File: src/rtl/fb_rect_writer_if.sv
// Command and frame-buffer write bundle for fb_rect_writer.
//   slave  : rectangle engine side (takes commands, issues writes, reports busy/done)
//   master : draw-logic / arbiter side
// cmd_*   : rectangle origin, size and palette index with valid/ready handshake
// write_* : frame-buffer write request, held until write_ready accepts it
interface fb_rect_writer_if #(
   parameter int unsigned ADDR_W  = 19,
   parameter int unsigned COLOR_W = 8
);
   logic               cmd_valid;
   logic               cmd_ready;
   logic [9:0]         cmd_x;
   logic [9:0]         cmd_y;
   logic [9:0]         cmd_w;
   logic [9:0]         cmd_h;
   logic [COLOR_W-1:0] cmd_color;
   logic [ADDR_W-1:0]  write_address;
   logic [COLOR_W-1:0] write_data;
   logic               write_en;
   logic               write_ready;
   logic               busy;
   logic               done;

   modport slave (
      input  cmd_valid, cmd_x, cmd_y, cmd_w, cmd_h, cmd_color, write_ready,
      output cmd_ready, write_address, write_data, write_en, busy, done
   );

   modport master (
      output cmd_valid, cmd_x, cmd_y, cmd_w, cmd_h, cmd_color, write_ready,
      input  cmd_ready, write_address, write_data, write_en, busy, done
   );
endinterface

File: src/rtl/fb_rect_writer.sv
// Rectangle-fill write engine for the 640x480 8-bit-indexed frame buffer.
// Latches one fill command, walks it row-major and issues one write per pixel
// at address x + y*X_SIZE, holding each write until the arbiter accepts it.
// Ports:
//   Clk   : clock, rising edge
//   Reset : asynchronous, active-high
//   bus   : fb_rect_writer_if.slave (cmd_* in, write_* out, busy, done)
// Build option: define FB_RECT_CLIP_EN to skip pixels outside X_SIZE x Y_SIZE
// (one cycle per skipped pixel with write_en low).
module fb_rect_writer #(
   parameter int unsigned X_SIZE  = 640,
   parameter int unsigned Y_SIZE  = 480,
   parameter int unsigned ADDR_W  = 19,
   parameter int unsigned COLOR_W = 8
) (
   input logic             Clk,
   input logic             Reset,
   fb_rect_writer_if.slave bus
);
   localparam logic [0:0]  S_IDLE = 1'b0;
   localparam logic [0:0]  S_RUN  = 1'b1;
   localparam int unsigned CW     = 11;   // column/row span incl. x+w overflow

   // Zero-sized frames are not a meaningful configuration.
   if (X_SIZE == 0 || Y_SIZE == 0) begin : g_bad_frame_size
   end

   logic [0:0]         state_q, state_d;
   logic [CW-1:0]      col_q, col_d;
   logic [CW-1:0]      x0_q, x0_d;
   logic [CW-1:0]      xend_q, xend_d;
   logic [9:0]         rows_q, rows_d;
   logic [ADDR_W-1:0]  row_base_q, row_base_d;
   logic [ADDR_W-1:0]  write_address_q, write_address_d;
   logic [COLOR_W-1:0] write_data_q, write_data_d;
   logic               write_en_q, write_en_d;
   logic               cmd_ready_q, cmd_ready_d;
   logic               busy_q, busy_d;
   logic               done_q, done_d;
   logic               step;
   logic               run_next;
`ifdef FB_RECT_CLIP_EN
   logic [CW-1:0]      row_q, row_d;
`endif

   // y*X_SIZE as a sum of shifted copies of y, one per set bit of X_SIZE.
   function automatic logic [ADDR_W-1:0] row_base_of(input logic [9:0] y);
      logic [ADDR_W-1:0] acc;
      acc = '0;
      for (int unsigned i = 0; i < 32; i++) begin
         if (((X_SIZE >> i) & 32'd1) != 32'd0) acc = acc + (ADDR_W'(y) << i);
      end
      return acc;
   endfunction

   // Next-state, walk and output computation.
   always_comb begin
      state_d       = state_q;
      col_d         = col_q;
      x0_d          = x0_q;
      xend_d        = xend_q;
      rows_d        = rows_q;
      row_base_d    = row_base_q;
      write_data_d  = write_data_q;
      done_d        = 1'b0;
      step          = 1'b0;
`ifdef FB_RECT_CLIP_EN
      row_d         = row_q;
`endif
      case (state_q)
         S_IDLE: begin
            if (bus.cmd_valid && cmd_ready_q) begin
               if (bus.cmd_w == 10'd0 || bus.cmd_h == 10'd0) begin
                  done_d = 1'b1;
               end else begin
                  state_d      = S_RUN;
                  x0_d         = CW'(bus.cmd_x);
                  col_d        = CW'(bus.cmd_x);
                  xend_d       = CW'(bus.cmd_x) + CW'(bus.cmd_w);
                  rows_d       = bus.cmd_h;
                  row_base_d   = row_base_of(bus.cmd_y);
                  write_data_d = bus.cmd_color;
`ifdef FB_RECT_CLIP_EN
                  row_d        = CW'(bus.cmd_y);
`endif
               end
            end
         end
         S_RUN: begin
`ifdef FB_RECT_CLIP_EN
            // Skipped pixels advance unconditionally.
            step = write_en_q ? bus.write_ready : 1'b1;
`else
            step = bus.write_ready;
`endif
            if (step) begin
               if (CW'(col_q + CW'(1)) == xend_q) begin
                  if (rows_q == 10'd1) begin
                     state_d = S_IDLE;
                     done_d  = 1'b1;
                  end else begin
                     col_d      = x0_q;
                     rows_d     = rows_q - 10'd1;
                     row_base_d = row_base_q + ADDR_W'(X_SIZE);
`ifdef FB_RECT_CLIP_EN
                     row_d      = row_q + CW'(1);
`endif
                  end
               end else begin
                  col_d = col_q + CW'(1);
               end
            end
         end
         default: state_d = S_IDLE;
      endcase

      run_next        = (state_d == S_RUN);
      write_address_d = row_base_d + ADDR_W'(col_d);
`ifdef FB_RECT_CLIP_EN
      write_en_d      = run_next && (col_d < CW'(X_SIZE)) && (row_d < CW'(Y_SIZE));
`else
      write_en_d      = run_next;
`endif
      cmd_ready_d     = !run_next;
      busy_d          = run_next;
   end

   // State and registered outputs.
   always_ff @(posedge Clk or posedge Reset) begin
      if (Reset) begin
         state_q         <= S_IDLE;
         col_q           <= '0;
         x0_q            <= '0;
         xend_q          <= '0;
         rows_q          <= '0;
         row_base_q      <= '0;
         write_address_q <= '0;
         write_data_q    <= '0;
         write_en_q      <= 1'b0;
         cmd_ready_q     <= 1'b0;
         busy_q          <= 1'b0;
         done_q          <= 1'b0;
`ifdef FB_RECT_CLIP_EN
         row_q           <= '0;
`endif
      end else begin
         state_q         <= state_d;
         col_q           <= col_d;
         x0_q            <= x0_d;
         xend_q          <= xend_d;
         rows_q          <= rows_d;
         row_base_q      <= row_base_d;
         write_address_q <= write_address_d;
         write_data_q    <= write_data_d;
         write_en_q      <= write_en_d;
         cmd_ready_q     <= cmd_ready_d;
         busy_q          <= busy_d;
         done_q          <= done_d;
`ifdef FB_RECT_CLIP_EN
         row_q           <= row_d;
`endif
      end
   end

   assign bus.cmd_ready     = cmd_ready_q;
   assign bus.write_address = write_address_q;
   assign bus.write_data    = write_data_q;
   assign bus.write_en      = write_en_q;
   assign bus.busy          = busy_q;
   assign bus.done          = done_q;
endmodule
File: src/flat_wrapper.sv
// flat-port wrapper written by rule: the top's interface ports become plain ports
module fb_rect_writer_flat 
#(
   parameter int unsigned X_SIZE  = 640,
   parameter int unsigned Y_SIZE  = 480,
   parameter int unsigned ADDR_W  = 19,
   parameter int unsigned COLOR_W = 8
)
  (Clk, Reset, bus_cmd_valid, bus_cmd_x, bus_cmd_y, bus_cmd_w, bus_cmd_h, bus_cmd_color, bus_write_ready, bus_cmd_ready, bus_write_address, bus_write_data, bus_write_en, bus_busy, bus_done);
  fb_rect_writer_if #(.ADDR_W(ADDR_W), .COLOR_W(COLOR_W)) bus_i ();
  input logic Clk;
  input logic Reset;
  input wire logic [$bits(bus_i.cmd_valid)-1:0] bus_cmd_valid;
  input wire logic [$bits(bus_i.cmd_x)-1:0] bus_cmd_x;
  input wire logic [$bits(bus_i.cmd_y)-1:0] bus_cmd_y;
  input wire logic [$bits(bus_i.cmd_w)-1:0] bus_cmd_w;
  input wire logic [$bits(bus_i.cmd_h)-1:0] bus_cmd_h;
  input wire logic [$bits(bus_i.cmd_color)-1:0] bus_cmd_color;
  input wire logic [$bits(bus_i.write_ready)-1:0] bus_write_ready;
  output wire logic [$bits(bus_i.cmd_ready)-1:0] bus_cmd_ready;
  output wire logic [$bits(bus_i.write_address)-1:0] bus_write_address;
  output wire logic [$bits(bus_i.write_data)-1:0] bus_write_data;
  output wire logic [$bits(bus_i.write_en)-1:0] bus_write_en;
  output wire logic [$bits(bus_i.busy)-1:0] bus_busy;
  output wire logic [$bits(bus_i.done)-1:0] bus_done;
  assign bus_i.cmd_valid = bus_cmd_valid;
  assign bus_i.cmd_x = bus_cmd_x;
  assign bus_i.cmd_y = bus_cmd_y;
  assign bus_i.cmd_w = bus_cmd_w;
  assign bus_i.cmd_h = bus_cmd_h;
  assign bus_i.cmd_color = bus_cmd_color;
  assign bus_i.write_ready = bus_write_ready;
  assign bus_cmd_ready = bus_i.cmd_ready;
  assign bus_write_address = bus_i.write_address;
  assign bus_write_data = bus_i.write_data;
  assign bus_write_en = bus_i.write_en;
  assign bus_busy = bus_i.busy;
  assign bus_done = bus_i.done;
  fb_rect_writer #(.X_SIZE(X_SIZE), .Y_SIZE(Y_SIZE), .ADDR_W(ADDR_W), .COLOR_W(COLOR_W)) u_core (.Clk(Clk), .Reset(Reset), .bus(bus_i));
endmodule
File: config.mk
export PLATFORM = sky130hd
export DESIGN_NAME = fb_rect_writer_flat
export DESIGN_NICKNAME = d
export VERILOG_FILES = /design/src/rtl/fb_rect_writer_if.sv /design/src/rtl/fb_rect_writer.sv /design/src/flat_wrapper.sv
export SDC_FILE = /design/constraint.sdc
export NUM_CORES = 1
export LEC_CHECK = 0
export CORE_MARGIN = 10
export CORE_UTILIZATION = 45
export CTS_BUF_LIST = sky130_fd_sc_hd__clkbuf_16
export CTS_CLUSTER_DIAMETER = 100
export CTS_CLUSTER_SIZE = 14
export DETAILED_ROUTE_END_ITERATION = 6
export HOLD_SLACK_MARGIN = 0.08
export PLACE_DENSITY = 0.67
export SLEW_MARGIN = 0
export SYNTH_ARGS = -nofsm -noshare
export SYNTH_HDL_FRONTEND = slang
export SYNTH_SLANG_ARGS = --single-unit
File: constraint.sdc
create_clock -name Clk -period 5 [get_ports Clk]
set_clock_uncertainty 0.05 [all_clocks]
set_input_delay 1.5 -clock Clk [delete_from_list [all_inputs] [get_ports Clk]]
set_output_delay 1.5 -clock Clk [all_outputs]
set_load 0.01 [all_outputs]
==> impl_metrics.json, run 1 <==
{
  "use_met2_pct": 32.3,
  "p_total_w": 0.00221,
  "dp_worst_setup_slack_ns": -0.713,
  "nFillCells": 1147,
  "num_io_pins": 83,
  "layout_common_cells": "132 x buf_4, 110 x nand2_1, 91 x dfrtp_1",
  "worstPathArrival_ns": 5.14,
  "htree_levels": 3,
  "fin_nets": 994,
  "criticalPathCategory": "input pin to flip-flop",
  "hold_viol": 0,
  "die-height_um": 138,
  "period_share_pct": 99.0,
  "die_area_um2": 19100,
  "track_usage_pct": 20.9,
  "clock.fmax_mhz": 202,
  "start_util_pct": 45.6,
  "synth_edf_count": 0,
  "via_count": 6204,
  "synth-adder-area-share_pct": 7.27,
  "worstSetupEndpointType": "flip-flop",
  "gp_routability_congestion": 0.948,
  "yosys.area.top_type": "dfrtp_1",
  "vdd_drop_max_mv": 0.184,
  "core-area_um2": 13800,
  "ys_seq_elements": 91,
  "start_kind": "input pin",
  "antenna_left": 0,
  "wl_per_cell_um": 18.7,
  "drc": 0,
  "n_antenna_cell": 0,
  "use_met3_pct": 3.97,
  "status": "finished clean",
  "min_path_type": "flip-flop to flip-flop",
  "use_met1_pct": 28.8,
  "synthSimpleGateAreaFrac_pct": 21.1,
  "area_growth_pct": 39.5,
  "power-per-cell-area_nw_per_um2": 252,
  "grt-ovfl-total": 0,
  "syn_avg_cell_area_um2": 8.77,
  "multi_input_area_um2": 4010,
  "grt.busiest_layer": "met2",
  "synth_xor_area_share_pct": 7.17,
  "ys_top_cells_by_area": "dfrtp_1 36%, nand2_1 6.7%, ha_1 6.0%",
  "synth_cell_type_count": 75,
  "yosysWarnings": 0,
  "portBuffers": 82,
  "die_x_um": 138,
  "cts.sinks": 91,
  "muxShareOfSynthArea_pct": 1.91,
  "worst_pin_slew_ns": 1.16,
  "cts_tree": "built",
  "clk_path_buf_depth": 2,
  "clk_pin_slew_worst_paths_ns": 0.07,
  "dp_hpwl_um": 15400,
  "layout-drive-gt1-share_pct": 24.8,
  "synth-compound-area-share_pct": 21.4,
  "viasPerCell": 5.67,
  "slew_viol_final": 0,
  "leakagePower_nw": 4.04,
  "rows": 43,
  "yosys_most_used_dff": "dfrtp_1",
  "ff_latch_area_um2": 2280,
  "rsz0062_at_grt": "yes",
  "dp_cells": 1046,
  "cts_buffers": 9,
  "whs_ns": 0.428,
  "totalWireLength_um": 20400,
  "grt_pass1_vias": 6143,
  "seq_area_frac_synth_pct": 36.2,
  "required_ns": 5.20,
  "synthArstFlopShare_pct": 100,
  "hold_buffers": 0,
  "maxCapViolCount": 0,
  "grt_max_degree": 59,
  "cp_max_fo": 7,
  "antenna_found_initial": 0,
  "first_iter_violations": 471,
  "synth_top_area_share_pct": 36.2,
  "setup_slack_ns": 0.0516,
  "syn_inst": 717,
  "setup-violations-final": 0,
  "firstDrtPassIters": 5,
  "slew_headroom_pct": 22.4,
  "syn_nets": 802,
  "synth_area_um2": 6280,
  "period_minus_slack_ns": 4.95,
  "fin_tns_setup_ns": 0,
  "stdcell_count": 1094,
  "synth_top_family_by_area": "compound AO/OA/AOI/OAI gates",
  "final_common_cell": "buf_4",
  "cts-root-buf": "clkbuf_16",
  "worst_skew_pair.late_latency_ns": 0.35,
  "grt_first_pass_wirelength_um": 33100
}
## sequential cells by signal (all words and copies together), names as in the netlist
name,count
u_core.bus.done,1
u_core.state_q,1
u_core.bus.cmd_ready,1
u_core.bus.write_data,8
u_core.x0_q,10
u_core.xend_q,11
u_core.bus.write_address,19
u_core.row_base_q,19
u_core.col_q,11
u_core.rows_q,10
## cell type report
cell class / count / area share (%)
Timing Repair Buffer: 218 / 20.7
Multi-Input combinational cell: 552 / 45.8
Clock buffer: 9 / 2.57
Inverter: 37 / 1.60
Tap cell: 180 / 2.57
Clock inverter: 7 / 0.814
Sequential cell: 91 / 26.0
## critical path: stages
cell and delay [ns]:
clkdlybuf4s50_1 0.44, buf_4 0.18, nand2_1 0.13, a21oi_4 0.05
buf_4 0.14, a221oi_4 0.23, inv_2 0.06, buf_4 0.13
buf_4 0.12, buf_4 0.12, buf_4 0.12, buf_4 0.12
buf_4 0.12, buf_4 0.12, buf_4 0.12, buf_4 0.12
buf_4 0.12, buf_4 0.12, buf_4 0.12, buf_4 0.12
buf_4 0.12, buf_4 0.12, buf_4 0.12, buf_4 0.12
buf_4 0.12, buf_4 0.12, buf_4 0.12
## cell families after synthesis
kind of cell / count (synthesis)
xor+xnor: 49
simple gates: 267
buf+inv: 74
mux: 12
fa+ha+maj: 35
flops: 91
compound gates: 189
## path summary, 6_finish.rpt
check | to | slack [ns] | cells past startpoint | start
min in group asynchronous | u_core.xend_q[4]$_DFFE_PP0P_ | 1.50 | 2 | Reset
max in group asynchronous | u_core.row_base_q[11]$_DFF_PP0_ | 2.67 | 3 | Reset
min reg2reg | u_core.bus.write_data[1]$_DFFE_PP0P_ | 0.43 | 2 | u_core.bus.write_data[1]$_DFFE_PP0P_
min | u_core.bus.write_data[1]$_DFFE_PP0P_ | 0.43 | 2 | u_core.bus.write_data[1]$_DFFE_PP0P_
max | u_core.col_q[1]$_DFF_PP0_ | 0.05 | 27 | bus_write_ready
max reg2reg | u_core.col_q[1]$_DFF_PP0_ | 0.07 | 32 | u_core.col_q[0]$_DFF_PP0_
## through the flow
stage               instance area [um2]  util [%]
floorplan                          6460         -
global placement                   8110      58.9
detailed placement                 8110      58.9
CTS                                8650      62.8
global route                       8770      63.6
finish                             8770      63.6
## where the power goes
group	total (W)	leakage (nW)	switching, W	internal (W)
clock	0.000676	0.145	0.000325	0.000350
combinational	0.000715	2.75	0.000327	0.000388
sequential	0.000817	1.15	0.0000410	0.000776
total	0.00221	4.04	0.000693	0.00151
## timing repair
item,4_1_cts,5_1_grt
gates resized for setup,29,51
pin swaps,15,24
endpoints found under the setup margin,10,10
buffers inserted,25,7
## synthesized netlist by cell type, types with 7 or more instances
library cell / count
nand3_1: 25
o21ai_0: 37
nand4_1: 7
and3_1: 13
ha_1: 30
and2_1: 10
nor4_1: 11
a211oi_1: 8
inv_1: 37
nand2_1: 112
o211ai_1: 7
a31oi_1: 7
buf_2: 10
a21o_1: 11
o22ai_1: 11
dfrtp_1: 91
xor2_1: 18
nor2_1: 33
nor3_1: 16
a21oi_1: 36
clkbuf_1: 21
mux2i_1: 12
xnor2_1: 29
## routing by layer
layer | vias to the layer above | share of wire [%]
met5 | - | 0
met2 | 198 | 46
met1 | 2997 | 46
met4 | 0 | 1.7
li1 | 2985 | -
met3 | 24 | 6.3
Note: power is estimated with default switching activity, not from simulation.
==> inputs of run 2 (changes only) <==
Settings changed: CORE_ASPECT_RATIO from default to 0.8, SLEW_MARGIN 0 to default.
==> run 2 against run 1 <==
The run now ends with setup timing left. Combinational power is 6.2% lower. Clock-buffer cell count stayed put. Fmax is 2.4% lower. Cell area is 0.50% lower. Routed wire length is 1.6% lower. Power is 1.3% lower. Worst hold slack worse by 0.0030 ns. Critical path depth is 8 lower. Utilization is 0.50 points higher. Final cell count is 0.82% lower.
==> impl_metrics.json, run 2 (synthesis results as in run 1) <==
{
  "via_count": 6154,
  "gp_routability_congestion": 0.970,
  "cts.sinks": 91,
  "setup_slack_ns": -0.0715,
  "rows": 38,
  "cp_max_fo": 5,
  "worstPathArrival_ns": 5.24,
  "start_util_pct": 46.2,
  "grt_pass1_vias": 5979,
  "clock.fmax_mhz": 197,
  "ff_latch_area_um2": 2280,
  "firstDrtPassIters": 7,
  "stdcell_count": 1085,
  "wirelength_met1_um": 9440,
  "wl_met2_um": 8830,
  "layout_common_cells": "124 x buf_4, 112 x nand2_1, 88 x dfrtp_1",
  "final_common_cell": "buf_4",
  "min_path_type": "flip-flop to flip-flop",
  "die-height_um": 126,
  "status": "finished with violations",
  "cts_tree": "built",
  "core-area_um2": 13600,
  "area_growth_pct": 38.8,
  "multi_input_area_um2": 4030,
  "grt-ovfl-total": 0,
  "grt_max_degree": 41,
  "final_core_util_pct": 64.1,
  "drc": 0,
  "violations": "setup timing",
  "wl_met3_um": 1570,
  "clk_pin_slew_worst_paths_ns": 0.07,
  "die_area_um2": 19100,
  "min-delay-start": "u_core.bus.write_data[3]$_DFFE_PP0P_",
  "p_clk_share_pct": 31.6,
  "portBuffers": 82,
  "power-per-cell-area_nw_per_um2": 250,
  "wl_per_cell_um": 18.5,
  "period_minus_slack_ns": 5.07,
  "required_ns": 5.17,
  "cts-root-buf": "clkbuf_16",
  "vdd_drop_max_mv": 0.216,
  "dp_cells": 1049,
  "cts_buffers": 9,
  "antenna_found_initial": 0,
  "period_share_pct": 101,
  "pwr-share-comb_pct": 30.8,
  "power.switching_w": 0.000655,
  "sequentialPowerShare_pct": 37.6,
  "htree_levels": 3,
  "dp_hpwl_um": 15400,
  "fin_nets": 985,
  "worstSetupEndpointType": "flip-flop",
  "maxCapViolCount": 0,
  "hold_buffers": 0,
  "track_usage_pct": 20.0,
  "top_layer_used": "met4",
  "first_iter_violations": 510,
  "clk_path_buf_depth": 2,
  "antenna_left": 0,
  "p_sw_share_pct": 30.0,
  "slew_headroom_pct": 21.8,
  "internal_power_w": 0.00153,
  "totalWireLength_um": 20100,
  "rsz0062_at_grt": "yes",
  "worst_pin_slew_ns": 1.17,
  "worst_skew_pair.late_latency_ns": 0.34,
  "die_x_um": 152,
  "nFillCells": 1171,
  "layout-drive-gt1-share_pct": 24.1,
  "criticalPathCategory": "input pin to flip-flop",
  "startpoint": "bus_write_ready",
  "n_antenna_cell": 0,
  "leakagePower_nw": 3.98,
  "slew_viol_final": 0,
  "viasPerCell": 5.67,
  "grt_first_pass_wirelength_um": 32000,
  "num_io_pins": 83,
  "hold_viol": 0,
  "start_kind": "input pin",
  "setup-violations-final": 3,
  "r2r_start": "u_core.col_q[1]$_DFF_PP0_"
}
## run 2: changes by cell type in the layout (fill, tap and decap cells not counted), moves of 3 or more
cell | previous run | this run
buf_4 | 132 | 124
clkinv_4 | 4 | 0
clkbuf_2 | 12 | 9
clkdlybuf4s15_1 | 1 | 4
dfrtp_1 | 91 | 88
dfrtp_2 | 0 | 3
ha_4 | 2 | 5
nor2_2 | 3 | 6
## run 2: final cells by class
| class | instances | share of cell area [%] |
|---|---|---|
| clock buffers | 9 | 2.58 |
| flip-flops and latches | 91 | 26.2 |
| inverters | 37 | 1.61 |
| well taps | 180 | 2.58 |
| clock inverters | 7 | 0.861 |
| multi-input cells | 552 | 46.2 |
| repair buffers | 209 | 20.0 |
## run 2: routing by layer
metal  global-route usage [%]  up-vias
met3                     4.63       19
met4                     4.75        0
met5                        0        -
li1                         -     2978
met2                     29.8      232
met1                     28.6     2925
## run 2: final timing paths
| check | end | slack [ns] | depth (start not counted) |
|---|---|---|---|
| worst max-delay path | u_core.bus.write_address[13]$_DFF_PP0_ | -0.07 | 19 |
| worst min-delay path | u_core.bus.write_data[3]$_DFFE_PP0P_ | 0.42 | 2 |
| worst max register to register | u_core.bus.write_address[13]$_DFF_PP0_ | -0.01 | 22 |
| worst min register to register | u_core.bus.write_data[3]$_DFFE_PP0P_ | 0.42 | 2 |
| max in group asynchronous | u_core.col_q[2]$_DFF_PP0_ | 2.48 | 3 |
| min in group asynchronous | u_core.rows_q[0]$_DFFE_PP0P_ | 1.53 | 2 |
## run 2: metrics by stage
step / hold WS [ns] / instance area (um2) / TNS (ns) / setup slack, ns / total power (W)
floorplan: 0.389 / 6460 / -0.0258 / -0.0208 / 0.00114
global placement: 0.407 / 8120 / -5.11 / -0.607 / 0.00141
detailed placement: 0.411 / 8120 / -6.49 / -0.731 / 0.00142
CTS: 0.428 / 8500 / 0 / 0.00706 / 0.00213
global route: 0.462 / 8720 / -1.23 / -0.272 / 0.00229
finish: 0.425 / 8720 / -0.106 / -0.0715 / 0.00218
## run 2: power groups by stage
| stage | Sequential (W) | Clock, W | Combinational (W) |
|---|---|---|---|
| after global routing | 0.000823 | 0.000738 | 0.000732 |
| after global placement | 0.000827 | 0 | 0.000580 |
| after detailed placement | 0.000827 | 0 | 0.000595 |
| after CTS | 0.000815 | 0.000707 | 0.000606 |
| after floorplan | 0.000817 | 0 | 0.000328 |
| final | 0.000821 | 0.000689 | 0.000671 |
## run 2: worst max-delay path, cell delays in order
cell	delay [ns]
clkdlybuf4s50_1	0.50
inv_1	0.08
nor2_2	0.24
a21oi_4	0.13
a221oi_4	0.27
inv_1	0.09
ha_1	0.28
a21o_1	0.19
a21oi_4	0.16
nor2b_4	0.05
o31a_1	0.33
nor2b_4	0.15
a221oi_2	0.22
and3_1	0.22
maj3_2	0.21
o221a_4	0.24
buf_4	0.14
nor4_4	0.04
xor2_1	0.16
## run 2: timing repair
action,CTS,global route
pin swaps,19,35
endpoints found under the setup margin,9,10
resized for setup,28,52
setup buffers,8,12
==> inputs of run 3 (changes only) <==
Settings changed: CORE_UTILIZATION 45 to 44, CTS_CLUSTER_SIZE 14 to 8, PLACE_DENSITY 0.67 to 0.63.
Clock period 5 ns to 5.36 ns, I/O delays scaled along.
==> run 3 against run 2 <==
Highest routed layer unchanged. Sequential share of layout area grew 0.74 points. Global-route usage is essentially flat. Non-clock buffer count is 27 lower. First-iteration DRC count grew 19%. The run now ends clean. Utilization decreased by 2.7 points. Routed wire length is 1.3% lower. Critical endpoint is now u_core.bus.write_address[14]$_DFF_PP0_. Power is 11% lower. Combinational power fell by 23%.
==> impl_metrics.json, run 3 (synthesis results as in run 1) <==
{
  "grt_max_degree": 42,
  "n_antenna_cell": 0,
  "rows": 38,
  "ff_latch_area_um2": 2280,
  "gp_routability_congestion": 0.888,
  "power.switching_w": 0.000623,
  "grt_first_pass_wirelength_um": 32100,
  "p_sw_share_pct": 32.0,
  "fin_nets": 958,
  "period_share_pct": 97.3,
  "maxCapViolCount": 0,
  "hold_buffers": 0,
  "pwr-share-comb_pct": 26.4,
  "totalWireLength_um": 19800,
  "critical_path.slowest_cell": "clkdlybuf4s50_1",
  "worst_pin_slew_ns": 0.791,
  "viasPerCell": 5.77,
  "first_iter_violations": 606,
  "final_core_util_pct": 61.5,
  "status": "finished clean",
  "firstDrtPassIters": 7,
  "layout-drive-gt1-share_pct": 18.8,
  "setup_slack_ns": 0.147,
  "multi_input_area_um2": 3920,
  "cts_tree": "built",
  "start_kind": "input pin",
  "die_area_um2": 19500,
  "cts-root-buf": "clkbuf_16",
  "area_growth_pct": 34.8,
  "portBuffers": 82,
  "setup-violations-final": 0,
  "clk_pin_slew_worst_paths_ns": 0.07,
  "grt_pass1_vias": 5875,
  "wl_per_cell_um": 18.8,
  "grt-ovfl-total": 0,
  "drc": 0,
  "core-area_um2": 13800,
  "critPathBufInv": 3,
  "final_common_cell": "nand2_1",
  "track_usage_pct": 20.0,
  "clock.fmax_mhz": 192,
  "required_ns": 5.56,
  "path_cells": "clkdlybuf4s50_1, nor4_1, nand3_1, and3_4, buf_4, a222oi_1, inv_1, ha_4, a21o_1, a21o_1, a21oi_2, o31a_1, a311oi_1, o31a_1, maj3_2, or4_1, o311ai_1",
  "slew_viol_final": 0,
  "worst_skew_pair.late_latency_ns": 0.36,
  "worstSetupEndpointType": "flip-flop",
  "worstPathArrival_ns": 5.41,
  "sequentialPowerShare_pct": 40.1,
  "nFillCells": 1180,
  "slowest_delay_ns": 0.42,
  "clk_path_buf_depth": 2,
  "internal_power_w": 0.00132,
  "layout_common_cells": "112 x nand2_1, 99 x buf_4, 90 x dfrtp_1",
  "whs_ns": 0.426,
  "antenna_found_initial": 0,
  "antenna_left": 0,
  "dp_hpwl_um": 14900,
  "start_util_pct": 45.6,
  "p_clk_share_pct": 33.4,
  "die_x_um": 154,
  "leakagePower_nw": 3.94,
  "min_path_type": "flip-flop to flip-flop",
  "power-per-cell-area_nw_per_um2": 230,
  "slew_headroom_pct": 47.3,
  "cp_max_fo": 5,
  "dp_worst_setup_slack_ns": -0.705,
  "via_count": 6101,
  "htree_levels": 3,
  "cts_buffers": 9,
  "cts.sinks": 91,
  "criticalPathCategory": "input pin to flip-flop",
  "vdd_drop_max_mv": 0.231,
  "num_io_pins": 83,
  "die-height_um": 127,
  "period_minus_slack_ns": 5.21,
  "path_delay_family": "compound AO/OA/AOI/OAI gates",
  "hold_viol": 0
}
run 3: final timing paths:
| kind | cells after the start | to | start | slack [ns] |
|---|---|---|---|---|
| min reg2reg | 2 | u_core.bus.write_data[0]$_DFFE_PP0P_ | u_core.bus.write_data[0]$_DFFE_PP0P_ | 0.43 |
| max reg2reg | 22 | u_core.bus.write_address[13]$_DFF_PP0_ | u_core.col_q[1]$_DFF_PP0_ | 0.21 |
| max | 17 | u_core.bus.write_address[14]$_DFF_PP0_ | bus_cmd_w[1] | 0.15 |
| max in group asynchronous | 3 | u_core.bus.write_address[5]$_DFF_PP0_ | Reset | 2.79 |
| min | 2 | u_core.bus.write_data[0]$_DFFE_PP0P_ | u_core.bus.write_data[0]$_DFFE_PP0P_ | 0.43 |
| min in group asynchronous | 2 | u_core.rows_q[0]$_DFFE_PP0P_ | Reset | 1.64 |
run 3: per-layer routing:
metal	global-route usage [%]	routed length, um	up-vias
li1	-	-	2907
met1	28.4	9270	2911
met2	29.7	8640	250
met3	4.49	1620	33
met4	5.27	316	0
met5	0	0	-
run 3: final cells by class:
| class | count | share of cell area (%) |
|---|---|---|
| Multi-Input combinational cell | 552 | 46.2 |
| Sequential cell | 91 | 26.9 |
| Timing Repair Buffer | 182 | 19.0 |
| Clock buffer | 9 | 2.66 |
| Tap cell | 180 | 2.66 |
| Inverter | 37 | 1.65 |
| Clock inverter | 7 | 0.960 |
run 3: repair_timing:
action                     4_1_cts  5_1_grt
pin swaps                       19       20
buffers inserted                 6        5
resized for setup               29       27
setup endpoints to repair        9       10
run 3: worst register-to-register path, stage by stage (launching register included):
cell and delay [ns]:
dfrtp_1 0.49, ha_2 0.31, nand3_2 0.19, nor4b_1 0.37, a311o_1 0.22, o21a_1 0.16, nand3_1 0.23, buf_4 0.27
o21ai_0 0.17, a21oi_1 0.13, a21oi_4 0.22, ha_2 0.21, a21o_1 0.16, a21oi_4 0.08, nor2b_4 0.11, o31a_1 0.20
nor2b_4 0.19, nand3_1 0.09, and3_4 0.21, maj3_2 0.32, o221a_4 0.30, nor4_4 0.22, xor2_1 0.18
run 3: power groups by stage:
stage / sequential [W] / clock (W) / combinational [W]
floorplan: 0.000760 / 0 / 0.000292
global placement: 0.000786 / 0 / 0.000465
detailed placement: 0.000787 / 0 / 0.000474
CTS: 0.000776 / 0.000669 / 0.000493
global route: 0.000786 / 0.000693 / 0.000564
finish: 0.000781 / 0.000651 / 0.000515
run 3: metrics by stage:
stage / power (W) / setup TNS [ns] / area (um2) / cells
2_1_floorplan: 0.00105 / 0 / 6280 / 717
3_3_place_gp: 0.00125 / -4.62 / 7840 / 1031
3_5_place_dp: 0.00126 / -5.39 / 7840 / 1031
4_1_cts: 0.00194 / 0 / 8340 / 1053
5_1_grt: 0.00204 / -0.125 / 8470 / 1058
6_report: 0.00195 / 0 / 8470 / 1058
